## src/rtl/mem_stage_ext_pkg.sv

```systemverilog
// Shared definitions for the memory pipeline stage: load-op codes, stage
// states and the derived EX->MEM / MEM->WB bus widths.
package mem_stage_ext_pkg;

  localparam logic [2:0] LOP_LB  = 3'd0;
  localparam logic [2:0] LOP_LBU = 3'd1;
  localparam logic [2:0] LOP_LH  = 3'd2;
  localparam logic [2:0] LOP_LHU = 3'd3;
  localparam logic [2:0] LOP_LW  = 3'd4;
  localparam logic [2:0] LOP_LWL = 3'd5;
  localparam logic [2:0] LOP_LWR = 3'd6;

  localparam logic [1:0] S_IDLE  = 2'd0;
  localparam logic [1:0] S_WAIT  = 2'd1;
  localparam logic [1:0] S_READY = 2'd2;

  // {load_op, req_sent, res_from_mem, gr_we, dest, rt_value, alu_result, pc}
  function automatic int es_to_ms_bus_wd(input int xlen, input int reg_aw, input int lop_w);
    return lop_w + 3 + reg_aw + 3 * xlen;
  endfunction

  // {gr_we, dest, final_result, pc}
  function automatic int ms_to_ws_bus_wd(input int xlen, input int reg_aw);
    return 1 + reg_aw + 2 * xlen;
  endfunction

endpackage

```

## src/rtl/mem_stage_ext_if.sv

```systemverilog
// Pipeline-side signals of the memory stage: EX handshake, WB handshake,
// data-SRAM response and the forwarding info exported to ID.
interface mem_stage_ext_if
  import mem_stage_ext_pkg::*;
#(
  parameter int XLEN   = 32,
  parameter int REG_AW = 5,
  parameter int LOP_W  = 3
);
  localparam int ES_TO_MS_BUS_WD = es_to_ms_bus_wd(XLEN, REG_AW, LOP_W);
  localparam int MS_TO_WS_BUS_WD = ms_to_ws_bus_wd(XLEN, REG_AW);

  logic                       es_to_ms_valid;
  logic [ES_TO_MS_BUS_WD-1:0] es_to_ms_bus;
  logic                       ms_allowin;
  logic                       ws_allowin;
  logic                       ms_to_ws_valid;
  logic [MS_TO_WS_BUS_WD-1:0] ms_to_ws_bus;
  logic                       data_sram_data_ok;
  logic [XLEN-1:0]            data_sram_rdata;
  logic                       ms_write_reg;
  logic [REG_AW-1:0]          ms_reg_dest;
  logic                       ms_res_ready;
  logic [XLEN-1:0]            ms_to_ds_bus;

  modport master (
    output es_to_ms_valid, es_to_ms_bus, ws_allowin, data_sram_data_ok, data_sram_rdata,
    input  ms_allowin, ms_to_ws_valid, ms_to_ws_bus, ms_write_reg, ms_reg_dest,
           ms_res_ready, ms_to_ds_bus
  );

  modport slave (
    input  es_to_ms_valid, es_to_ms_bus, ws_allowin, data_sram_data_ok, data_sram_rdata,
    output ms_allowin, ms_to_ws_valid, ms_to_ws_bus, ms_write_reg, ms_reg_dest,
           ms_res_ready, ms_to_ds_bus
  );

endinterface

```

## src/rtl/mem_stage_ext_load_align.sv

```systemverilog
// Combinational sub-word load alignment and extension (LB..LWR). Word ops
// act on the 32-bit lane selected by the address and are sign-extended.
module mem_stage_ext_load_align
  import mem_stage_ext_pkg::*;
#(
  parameter int  XLEN  = 32,
  parameter int  LOP_W = 3,
  localparam int OW    = $clog2(XLEN / 8)
) (
  input  logic [LOP_W-1:0] load_op,
  input  logic [OW-1:0]    off,
  input  logic [XLEN-1:0]  rdata,
  input  logic [XLEN-1:0]  rt_value,
  output logic [XLEN-1:0]  result
);

  logic [7:0]  byte_sel;
  logic [15:0] half_sel;
  logic [31:0] word_sel;
  logic [31:0] rt_word;
  logic [1:0]  woff;
  logic [31:0] lwl_word;
  logic [31:0] lwr_word;

  assign byte_sel = rdata[8 * int'(off) +: 8];
  assign half_sel = rdata[16 * (int'(off) >> 1) +: 16];
  assign word_sel = rdata[32 * (int'(off) >> 2) +: 32];
  assign rt_word  = rt_value[31:0];
  assign woff     = off[1:0];

  // LWL fills the top bytes from memory, LWR the bottom bytes; the rest keeps rt.
  assign lwl_word = (word_sel << (8 * (3 - int'(woff))))
                  | (rt_word & (32'hFFFF_FFFF >> (8 * (int'(woff) + 1))));
  assign lwr_word = (word_sel >> (8 * int'(woff)))
                  | (rt_word & ~(32'hFFFF_FFFF >> (8 * int'(woff))));

  // NOTE: result gets a default before the case so no path leaves it unassigned (no latch).
  always_comb begin
    result = '0;
    case (load_op)
      LOP_W'(LOP_LB):  result = XLEN'($signed(byte_sel));
      LOP_W'(LOP_LBU): result = XLEN'(byte_sel);
      LOP_W'(LOP_LH):  result = XLEN'($signed(half_sel));
      LOP_W'(LOP_LHU): result = XLEN'(half_sel);
      LOP_W'(LOP_LW):  result = XLEN'($signed(word_sel));
      LOP_W'(LOP_LWL): result = XLEN'($signed(lwl_word));
      LOP_W'(LOP_LWR): result = XLEN'($signed(lwr_word));
      default:         result = '0;
    endcase
  end

endmodule

```

## src/rtl/mem_stage_ext.sv

```systemverilog
// Pipeline memory stage: holds one instruction between EX and WB, waits for
// its data-SRAM response, aligns loads and exports forwarding info to ID.
module mem_stage_ext
  import mem_stage_ext_pkg::*;
#(
  parameter int  XLEN            = 32,
  parameter int  REG_AW          = 5,
  parameter int  LOP_W           = 3,
  localparam int ES_TO_MS_BUS_WD = es_to_ms_bus_wd(XLEN, REG_AW, LOP_W),
  localparam int MS_TO_WS_BUS_WD = ms_to_ws_bus_wd(XLEN, REG_AW)
) (
  input logic           clk,
  input logic           reset,
  mem_stage_ext_if.slave bus
);

  localparam int OW = $clog2(XLEN / 8);

  logic                       ms_valid;
  logic [1:0]                 state;
  logic [XLEN-1:0]            rdata_buf;
  logic [ES_TO_MS_BUS_WD-1:0] es_to_ms_bus_r;

  logic [LOP_W-1:0]  load_op;
  logic              req_sent;
  logic              res_from_mem;
  logic              gr_we;
  logic [REG_AW-1:0] dest;
  logic [XLEN-1:0]   rt_value;
  logic [XLEN-1:0]   alu_result;
  logic [XLEN-1:0]   pc;

  logic              in_req_sent;
  logic              resp_now;
  logic              ms_ready_go;
  logic [XLEN-1:0]   mem_word;
  logic [XLEN-1:0]   aligned;
  logic [XLEN-1:0]   final_result;
  logic              unused_req_sent;

  assign {load_op, req_sent, res_from_mem, gr_we, dest, rt_value, alu_result, pc} = es_to_ms_bus_r;
  // The WAIT state already encodes an outstanding request, so the stored flag is informational.
  assign unused_req_sent = req_sent;

  assign in_req_sent = bus.es_to_ms_bus[ES_TO_MS_BUS_WD-LOP_W-1];
  assign resp_now    = (state == S_WAIT) && bus.data_sram_data_ok;
  assign ms_ready_go = (state == S_READY) || resp_now;
  assign bus.ms_allowin = !ms_valid || (ms_ready_go && bus.ws_allowin);

  // NOTE: all state updates are non-blocking so every register samples pre-edge values.
  always_ff @(posedge clk) begin
    if (reset) begin
      ms_valid       <= 1'b0;
      state          <= S_IDLE;
      rdata_buf      <= '0;
      es_to_ms_bus_r <= '0;
    end else begin
      if (bus.ms_allowin) begin
        ms_valid <= bus.es_to_ms_valid;
      end
      if (bus.es_to_ms_valid && bus.ms_allowin) begin
        es_to_ms_bus_r <= bus.es_to_ms_bus;
      end
      if (bus.ms_allowin) begin
        state <= !bus.es_to_ms_valid ? S_IDLE : (in_req_sent ? S_WAIT : S_READY);
      end else if (resp_now) begin
        state     <= S_READY;
        rdata_buf <= bus.data_sram_rdata;
      end
    end
  end

  // Zero-bubble handoff reads the response directly instead of the buffer.
  assign mem_word = (state == S_WAIT) ? bus.data_sram_rdata : rdata_buf;

  mem_stage_ext_load_align #(
    .XLEN  (XLEN),
    .LOP_W (LOP_W)
  ) u_load_align (
    .load_op  (load_op),
    .off      (alu_result[OW-1:0]),
    .rdata    (mem_word),
    .rt_value (rt_value),
    .result   (aligned)
  );

  assign final_result = res_from_mem ? aligned : alu_result;

  assign bus.ms_to_ws_valid = ms_valid && ms_ready_go;
  assign bus.ms_to_ws_bus   = MS_TO_WS_BUS_WD'({gr_we, dest, final_result, pc});
  assign bus.ms_write_reg   = gr_we && ms_valid;
  assign bus.ms_reg_dest    = dest;
  assign bus.ms_res_ready   = ms_valid && (!res_from_mem || ms_ready_go);
  assign bus.ms_to_ds_bus   = final_result;

endmodule

```

## src/flat_wrapper.sv

```systemverilog
// flat-port wrapper written by rule: the top's interface ports become plain ports
module mem_stage_ext_flat import mem_stage_ext_pkg::*;
#(
  parameter int  XLEN            = 32,
  parameter int  REG_AW          = 5,
  parameter int  LOP_W           = 3,
  localparam int ES_TO_MS_BUS_WD = es_to_ms_bus_wd(XLEN, REG_AW, LOP_W),
  localparam int MS_TO_WS_BUS_WD = ms_to_ws_bus_wd(XLEN, REG_AW)
)
  (clk, reset, bus_es_to_ms_valid, bus_es_to_ms_bus, bus_ws_allowin, bus_data_sram_data_ok, bus_data_sram_rdata, bus_ms_allowin, bus_ms_to_ws_valid, bus_ms_to_ws_bus, bus_ms_write_reg, bus_ms_reg_dest, bus_ms_res_ready, bus_ms_to_ds_bus);
  mem_stage_ext_if #(.XLEN(XLEN), .REG_AW(REG_AW), .LOP_W(LOP_W)) bus_i ();
  input logic clk;
  input logic reset;
  input wire logic [$bits(bus_i.es_to_ms_valid)-1:0] bus_es_to_ms_valid;
  input wire logic [$bits(bus_i.es_to_ms_bus)-1:0] bus_es_to_ms_bus;
  input wire logic [$bits(bus_i.ws_allowin)-1:0] bus_ws_allowin;
  input wire logic [$bits(bus_i.data_sram_data_ok)-1:0] bus_data_sram_data_ok;
  input wire logic [$bits(bus_i.data_sram_rdata)-1:0] bus_data_sram_rdata;
  output wire logic [$bits(bus_i.ms_allowin)-1:0] bus_ms_allowin;
  output wire logic [$bits(bus_i.ms_to_ws_valid)-1:0] bus_ms_to_ws_valid;
  output wire logic [$bits(bus_i.ms_to_ws_bus)-1:0] bus_ms_to_ws_bus;
  output wire logic [$bits(bus_i.ms_write_reg)-1:0] bus_ms_write_reg;
  output wire logic [$bits(bus_i.ms_reg_dest)-1:0] bus_ms_reg_dest;
  output wire logic [$bits(bus_i.ms_res_ready)-1:0] bus_ms_res_ready;
  output wire logic [$bits(bus_i.ms_to_ds_bus)-1:0] bus_ms_to_ds_bus;
  assign bus_i.es_to_ms_valid = bus_es_to_ms_valid;
  assign bus_i.es_to_ms_bus = bus_es_to_ms_bus;
  assign bus_i.ws_allowin = bus_ws_allowin;
  assign bus_i.data_sram_data_ok = bus_data_sram_data_ok;
  assign bus_i.data_sram_rdata = bus_data_sram_rdata;
  assign bus_ms_allowin = bus_i.ms_allowin;
  assign bus_ms_to_ws_valid = bus_i.ms_to_ws_valid;
  assign bus_ms_to_ws_bus = bus_i.ms_to_ws_bus;
  assign bus_ms_write_reg = bus_i.ms_write_reg;
  assign bus_ms_reg_dest = bus_i.ms_reg_dest;
  assign bus_ms_res_ready = bus_i.ms_res_ready;
  assign bus_ms_to_ds_bus = bus_i.ms_to_ds_bus;
  mem_stage_ext #(.XLEN(XLEN), .REG_AW(REG_AW), .LOP_W(LOP_W)) u_core (.clk(clk), .reset(reset), .bus(bus_i));
endmodule
```

## config.mk

```make
export PLATFORM = sky130hd
export DESIGN_NAME = mem_stage_ext_flat
export DESIGN_NICKNAME = d
export VERILOG_FILES = /design/src/rtl/mem_stage_ext_pkg.sv /design/src/rtl/mem_stage_ext_if.sv /design/src/rtl/mem_stage_ext_load_align.sv /design/src/rtl/mem_stage_ext.sv /design/src/flat_wrapper.sv
export SDC_FILE = /design/constraint.sdc
export NUM_CORES = 1
export LEC_CHECK = 0
export CORE_MARGIN = 4
export CORE_UTILIZATION = 48
export DETAILED_ROUTE_END_ITERATION = 8
export PLACE_DENSITY_LB_ADDON = 0.12
export SETUP_SLACK_MARGIN = 0.5
export SLEW_MARGIN = 20
export SYNTH_ARGS = -nofsm -noshare
export SYNTH_HDL_FRONTEND = slang
export SYNTH_HIERARCHICAL = 1
export SYNTH_SLANG_ARGS = --single-unit
```

## constraint.sdc

```tcl
create_clock -name clk -period 4.2 [get_ports clk]
set_input_delay 0.84 -clock clk [delete_from_list [all_inputs] [get_ports clk]]
set_output_delay 0.84 -clock clk [all_outputs]
set_load 0.005 [all_outputs]
```

Word level (Yosys, flattened, before mapping)
Index checks and enable logic that the tools add are counted.
{"block": "word_totals", "mem_bits_ro": 0, "reg_bits": 142, "wordCells": 47, "latchBits": 0, "ramBits": 0, "n_memories": 0, "out_inout_bits": 111, "input_bits": 144}
{"block": "classes", "bitwise": 6, "div_mod_pow": 0, "shift": 6, "n_eq_ne": 8, "n_reduce_logical": 14, "n_addsub": 2, "muxes": 7, "magnitude_cmp": 0, "n_mul": 0}
{"cell": "$pmux W32 S7", "count": 1}
{"cell": "$and A32 B32 Y32", "count": 2}
{"cell": "$mux W32", "count": 2}
{"cell": "$or A32 B32 Y32", "count": 2}
{"cell": "$not A32 Y32", "count": 1}
{"cell": "$shiftx A32 B6 Y16", "count": 1}
{"cell": "$shiftx A32 B6 Y8", "count": 1}
{"cell": "$shl A32 B32 Y32", "count": 1}
{"cell": "$shr A32 B5 Y32", "count": 1}
{"cell": "$shr A32 B5 Y32 const A", "count": 1}
{"cell": "$shr A32 B6 Y32 const A", "count": 1}
{"cell": "$eq A3 B3 Y1 const B", "count": 3}
{"cell": "$mux W2", "count": 4}
{"cell": "$eq A3 B2 Y1 const B", "count": 2}
{"cell": "$logic_and A1 B1 Y1", "count": 6}
{"cell": "$add A2 B1 Y3 const B", "count": 1}
{"cell": "$eq A3 B1 Y1 const B", "count": 1}
{"cell": "$logic_not A3 Y1", "count": 1}
{"cell": "$logic_or A1 B1 Y1", "count": 3}
{"cell": "$sub A2 B2 Y3 const A", "count": 1}
{"cell": "$eq A2 B1 Y1 const B", "count": 1}
{"cell": "$eq A2 B2 Y1 const B", "count": 1}
{"cell": "$logic_not A1 Y1", "count": 2}
{"cell": "$reduce_and A2 Y1", "count": 1}
{"cell": "other kinds (2)", "count": 2}

Logic depth before layout (Yosys ltp)
{"block": "logic_depth", "depth_word": 7, "depth_mapped": 11, "depth_no_buf": 7}

Modules after synthesis
Netlist, hierarchy kept.
{"module": "mem_stage_ext", "cells_per_inst": 783, "area_per_inst_um2": 7474.7, "instances": 1, "seq_area_each_um2": 2822.7}
{"module": "mem_stage_ext_load_align", "cells_per_inst": 218, "area_per_inst_um2": 1762.9, "instances": 1, "seq_area_each_um2": 0.0}

Least setup slack after synthesis
OpenSTA, ideal clock, no wires.
{"block": "synth_path", "path_type": "register to output", "from": "register u_core.state[0]", "to": "output port bus_ms_to_ws_bus[48]", "path_buffers": 4, "slack_ns": 0.814, "arrival_ns": 2.546, "t_required_ns": 3.360, "path_stages_with_launch": 12, "cell_sequence": "dfxtp_1 nor2b_1 clkbuf_1 buf_2 mux2_2 mux2i_1 mux2i_1 o21ai_2 buf_6 nand3_2 mux2_2 buf_4"}
{"block": "synth_between", "word_cells_on_any_way": 10, "classes_between": "eq/ne: 1; shift: 4; mux: 3; bitwise: 2"}
{"element": "start, declared", "line": "mem_stage_ext.sv:20", "rtl": "logic [1:0] state;"}
{"element": "start signal, assigned", "line": "mem_stage_ext.sv:65", "rtl": "state <= !bus.es_to_ms_valid ? S_IDLE : (in_req_sent ? S_WAIT : S_READY);"}
{"element": "$eq A2 B1 Y1 (*)", "line": "mem_stage_ext.sv:74", "rtl": "assign mem_word = (state == S_WAIT) ? bus.data_sram_rdata : rdata_buf;"}
{"element": "$mux W32 (*)", "line": "mem_stage_ext.sv:74"}
{"element": "net u_core.mem_word[15]", "line": "mem_stage_ext.sv:36", "rtl": "logic [XLEN-1:0] mem_word;"}
{"element": "$shiftx A32 B6 Y16 or $shiftx A32 B6 Y8 (tied branches)", "line": "mem_stage_ext_load_align.sv:26, mem_stage_ext_load_align.sv:25"}
{"element": "$pmux W32 S7 (*)", "line": "mem_stage_ext_load_align.sv:40", "rtl": "case (load_op)"}
{"element": "net u_core.aligned[16]", "line": "mem_stage_ext.sv:37", "rtl": "logic [XLEN-1:0] aligned;"}
{"element": "$mux W32 (*)", "line": "mem_stage_ext.sv:87", "rtl": "assign final_result = res_from_mem ? aligned : alu_result;"}
{"element": "end, declared", "line": "flat_wrapper.sv:21", "rtl": "output wire logic [$bits(bus_i.ms_to_ws_bus)-1:0] bus_ms_to_ws_bus;"}
Mark *: on every way through the listed nets, which the timed path passes. The rest lies on a longest branch.

Worst setup path after layout
{"block": "layout_path", "from": "register u_core.state[0]", "to": "output port bus_ms_to_ds_bus[11]"}
{"block": "layout_between", "elab_chain_cells": 6, "word_cells_on_any_way": 10, "classes_between": "eq/ne: 1; shift: 4; mux: 3; bitwise: 2"}
{"element": "$eq A2 B1 Y1 (*)", "line": "mem_stage_ext.sv:74"}
{"element": "$mux W32 (*)", "line": "mem_stage_ext.sv:74"}
{"element": "net u_core.mem_word[3]", "line": "mem_stage_ext.sv:36"}
{"element": "$shl A32 B32 Y32 or $shr A32 B5 Y32 (tied branches)", "line": "mem_stage_ext_load_align.sv:32, mem_stage_ext_load_align.sv:34"}
{"element": "$or A32 B32 Y32 (on tied branches)", "line": "mem_stage_ext_load_align.sv:33, mem_stage_ext_load_align.sv:35"}
{"element": "$pmux W32 S7 (*)", "line": "mem_stage_ext_load_align.sv:40"}
{"element": "net u_core.aligned[11]", "line": "mem_stage_ext.sv:37"}
{"element": "$mux W32 (*)", "line": "mem_stage_ext.sv:87"}
{"element": "end, declared", "line": "flat_wrapper.sv:25", "rtl": "output wire logic [$bits(bus_i.ms_to_ds_bus)-1:0] bus_ms_to_ds_bus;"}
Marks and branches as above.

==> impl_metrics.csv <==
group,metric,value,unit
cells_and_area,register_area,2835,um2
power,p_leak,5.245,nW
place,port_buffers,254,
routing,drt-initial-drc-count,779,
synth,synth.mux.area_fraction,26.43,%
cells_and_area,final_net_count,1359,
floorplanning,pin_count,255,
timing,max_freq,253.3,MHz
synth,async_flop_share,0,%
synth,synth_warnings,6,
power,powerDensity,300.2,nW/um2
floorplanning,rows,50,
flow_run,cap_violations,0,
timing,worst_slew_pin_slew,1.081,ns
place,place_inst,1388,
clock_tree,clock-root-buffer,"clkbuf_16",
timing,fin_crit,3.949,ns
global_route,grt_usage,26.30,%
timing,relSlewSlack,27.95,%
clock_tree,cts_buffers,17,
worst_setup_path,required,3.36,ns
status,outcome,"finished, final reports clean",
place,routabilityCongestion,1.030,
worst_setup_path,cp_slowest_cell,"a222oi_1",
global_route,grt_pass1_wl,44820,um
synth,synth_top_family_by_area,"multiplexers",
synth,synth_area,9238,um2
synth,yosys.area_share.simple,20.94,%
global_route,grt_pass1_vias,7836,
floorplanning,initial_core_util,49.06,%
synth,synth_top_flop_cell,"dfxtp_1",
routing,post_drt_wl_per_cell,20.10,um
power,ir_worst_vdd,0.2473,mV
timing,fin_crit_sh,94.02,%
cells_and_area,antennaDiodeCount,0,
timing,timing.hold.ws,0.4735,ns
routing,routed_wirelength,29910,um
timing,finalSetupTns,0,ns
timing,final-hold-violation-count,0,
clock_tree,clock-sinks,141,
synth,synth_fa_ha_area_share,0,%
clock_tree,clk_latency,0.42,ns
cells_and_area,final_layout_size_suffix_gt1_share,26.63,%
worst_setup_path,critical_path_class,"flip-flop to output pin",
timing,drv_slew,0,
clock_tree,cts_max_level,4,
synth,synth_compound_area_share,10.52,%
clock_tree,path_clk_slew,0.07,ns
synth,synth_edf_count,0,
floorplanning,die_x,146.7,um
place,hpwl,20350,um
clock_tree,cts_hold_buffers,0,
synth,synth_seq_cells,141,
routing,drt-vias-per-instance,5.511,
cells_and_area,post-route-cell-area,13120,um2
place,pre_cts_ws,0.08025,ns
timing,setup-violations-final,0,
global_route,grt_remaining_overflow,0,
global_route,antenna_found_initial,0,
floorplanning,core,18830,um2
synth,syn_inst,1001,
routing,first_pass_iters,7,
min_path,hold_class,"flip-flop to flip-flop",
routing,ant_nets,0,
global_route,grt_max_degree,107,
clock_tree,cts_tree,"yes",
worst_setup_path,cp_common_cell,"buf_6",
worst_setup_path,crit_chain,"nor2b_4 -> buf_4 -> buf_6 -> buf_16 -> mux2_4 -> mux2i_4 -> buf_6 -> o2bb2ai_2 -> a222oi_1 -> nand3_1 -> mux2_4 -> buf_6",
synth,yosysUniqueCellTypes,47,
routing,vias,8201,
timing,fin_ws,0.2513,ns
synth,synth_nets,1145,
cells_and_area,fin_cells,1488,
synth,synth_xor_area_share,0,%
cells_and_area,multi_input_area,5904,um2
place,placed_area,11430,um2
clock_tree,cts_buffer_depth,2,
synth,ys_seq_area_share,30.56,%
worst_setup_path,crit_fanout,8,
worst_setup_path,crit_family,"multiplexers",
worst_setup_path,arrival,3.11,ns
floorplanning,die_h,146.7,um
cells_and_area,synthToLayoutAreaGrowth,42.07,%
worst_setup_path,worst-path-buf-inv,5,
synth,avgSynthCellArea,9.228,um2
routing,drc,0,
cells_and_area,fill_cells,1456,
timing,rsz0062_at_grt,"yes",
worst_setup_path,start_kind,"flip-flop",
worst_setup_path,slowest_delay,0.52,ns
worst_setup_path,endpoint_kind,"output pin",
timing,finClkSkew,0.008144,ns
floorplanning,die_area,21530,um2
flip-flops by register name, summed over array words and instances (netlist names):
name	cells
u_core/rdata_buf	32
u_core/ms_valid	1
u_core/state	2
u_core/es_to_ms_bus_r	106
path summary, 6_finish.rpt:
path,start,end,slack [ns],depth (start not counted)
max,u_core/state[0],bus_ms_to_ds_bus[11],0.25,12
max reg2reg,u_core/state[1],u_core/es_to_ms_bus_r[40],1.67,5
min,u_core/es_to_ms_bus_r[20],u_core/es_to_ms_bus_r[20],0.47,2
min reg2reg,u_core/es_to_ms_bus_r[20],u_core/es_to_ms_bus_r[20],0.47,2
worst register-to-register path, delay by kind of cell, from the launching register on:
family / cells / cell delay [ns]
AO/OA/AOI/OAI: 1 / 0.95
multiplexers: 1 / 0.23
flip-flops: 1 / 0.38
AND/OR/NAND/NOR: 1 / 0.22
buffers and inverters: 2 / 0.67
Yosys cell counts, drive strengths merged (3+ instances only):
master   count  area share, %
inv          5           0.20
mux4        14            3.6
nand2b     214             14
a222oi      10            1.1
nand3       46            2.8
nor2         6           0.24
dfxtp      141             31
clkbuf      47            1.9
and2         3           0.20
o2bb2ai      6           0.57
a31oi        3           0.20
o21ai       50            2.7
and3b        3           0.28
nor2b        5           0.34
mux2i      131             14
a21oi       36            2.0
nand2       41            1.7
o211ai      13            1.1
buf        114            9.4
mux2        71            8.7
a22oi       21            1.7
cells by family (layout without fill, tap and decap cells):
family / Yosys count / in the layout
flops: 141 / 141
mux: 216 / 216
compound gates: 152 / 152
simple gates: 326 / 326
buf+inv: 166 / 393
stage by stage:
step / total power [W] / util, %
after floorplan: 0.001990 / -
after global placement: 0.002342 / 60.71
after detailed placement: 0.002347 / 60.71
after CTS: 0.003921 / 67.87
after global routing: 0.004090 / 69.69
final: 0.003940 / 69.69
repair_timing:
action | CTS | global route
buffers inserted | 51 | 14
hold endpoints to repair | 0 | 0
gates resized for setup | 320 | 69
gates cloned | 3 | 0
endpoints found under the setup margin | 64 | 62
pin swaps | 45 | 34
power breakdown:
group          switching, W  internal, W  total, W
logic              0.000388     0.000545  0.000933
clock network      0.000632     0.000883   0.00152
registers         0.0000764      0.00142   0.00149
cells in the final DEF, fill, tap and decap left out, drive strengths merged, types with 5 or more instances in the layout:
master	instances
nor2b	5
mux4	14
mux2i	131
a21oi	36
o21ai	50
dlygate4sd2	29
inv	10
clkinv	6
mux2	71
clkdlybuf4s50	175
nand2b	214
nand2	41
nor2	6
nand3	46
clkbuf	24
buf	139
clkdlybuf4s15	5
o211ai	13
a222oi	10
o2bb2ai	6
dfxtp	141
a22oi	21
cell type report:
class / count / share of cell area (%)
sequential: 141 / 21.60
clock inverter: 15 / 1.220
multi-input combinational: 694 / 44.99
timing repair buffer: 356 / 26.32
inverter: 5 / 0.1430
clock buffer: 17 / 3.242
tap: 260 / 2.479
routing by layer:
metal	GRT usage, %	share of wire, %	routed length [um]	vias to the layer above
met4	10.44	3.6	1074	0
li1	-	-	-	3855
met5	0	0	0	-
met2	41.97	47	14020	426
met1	32.39	39	11810	3859
met3	9.562	10	3002	61
No activity file was read; power rests on OpenSTA's default activity.
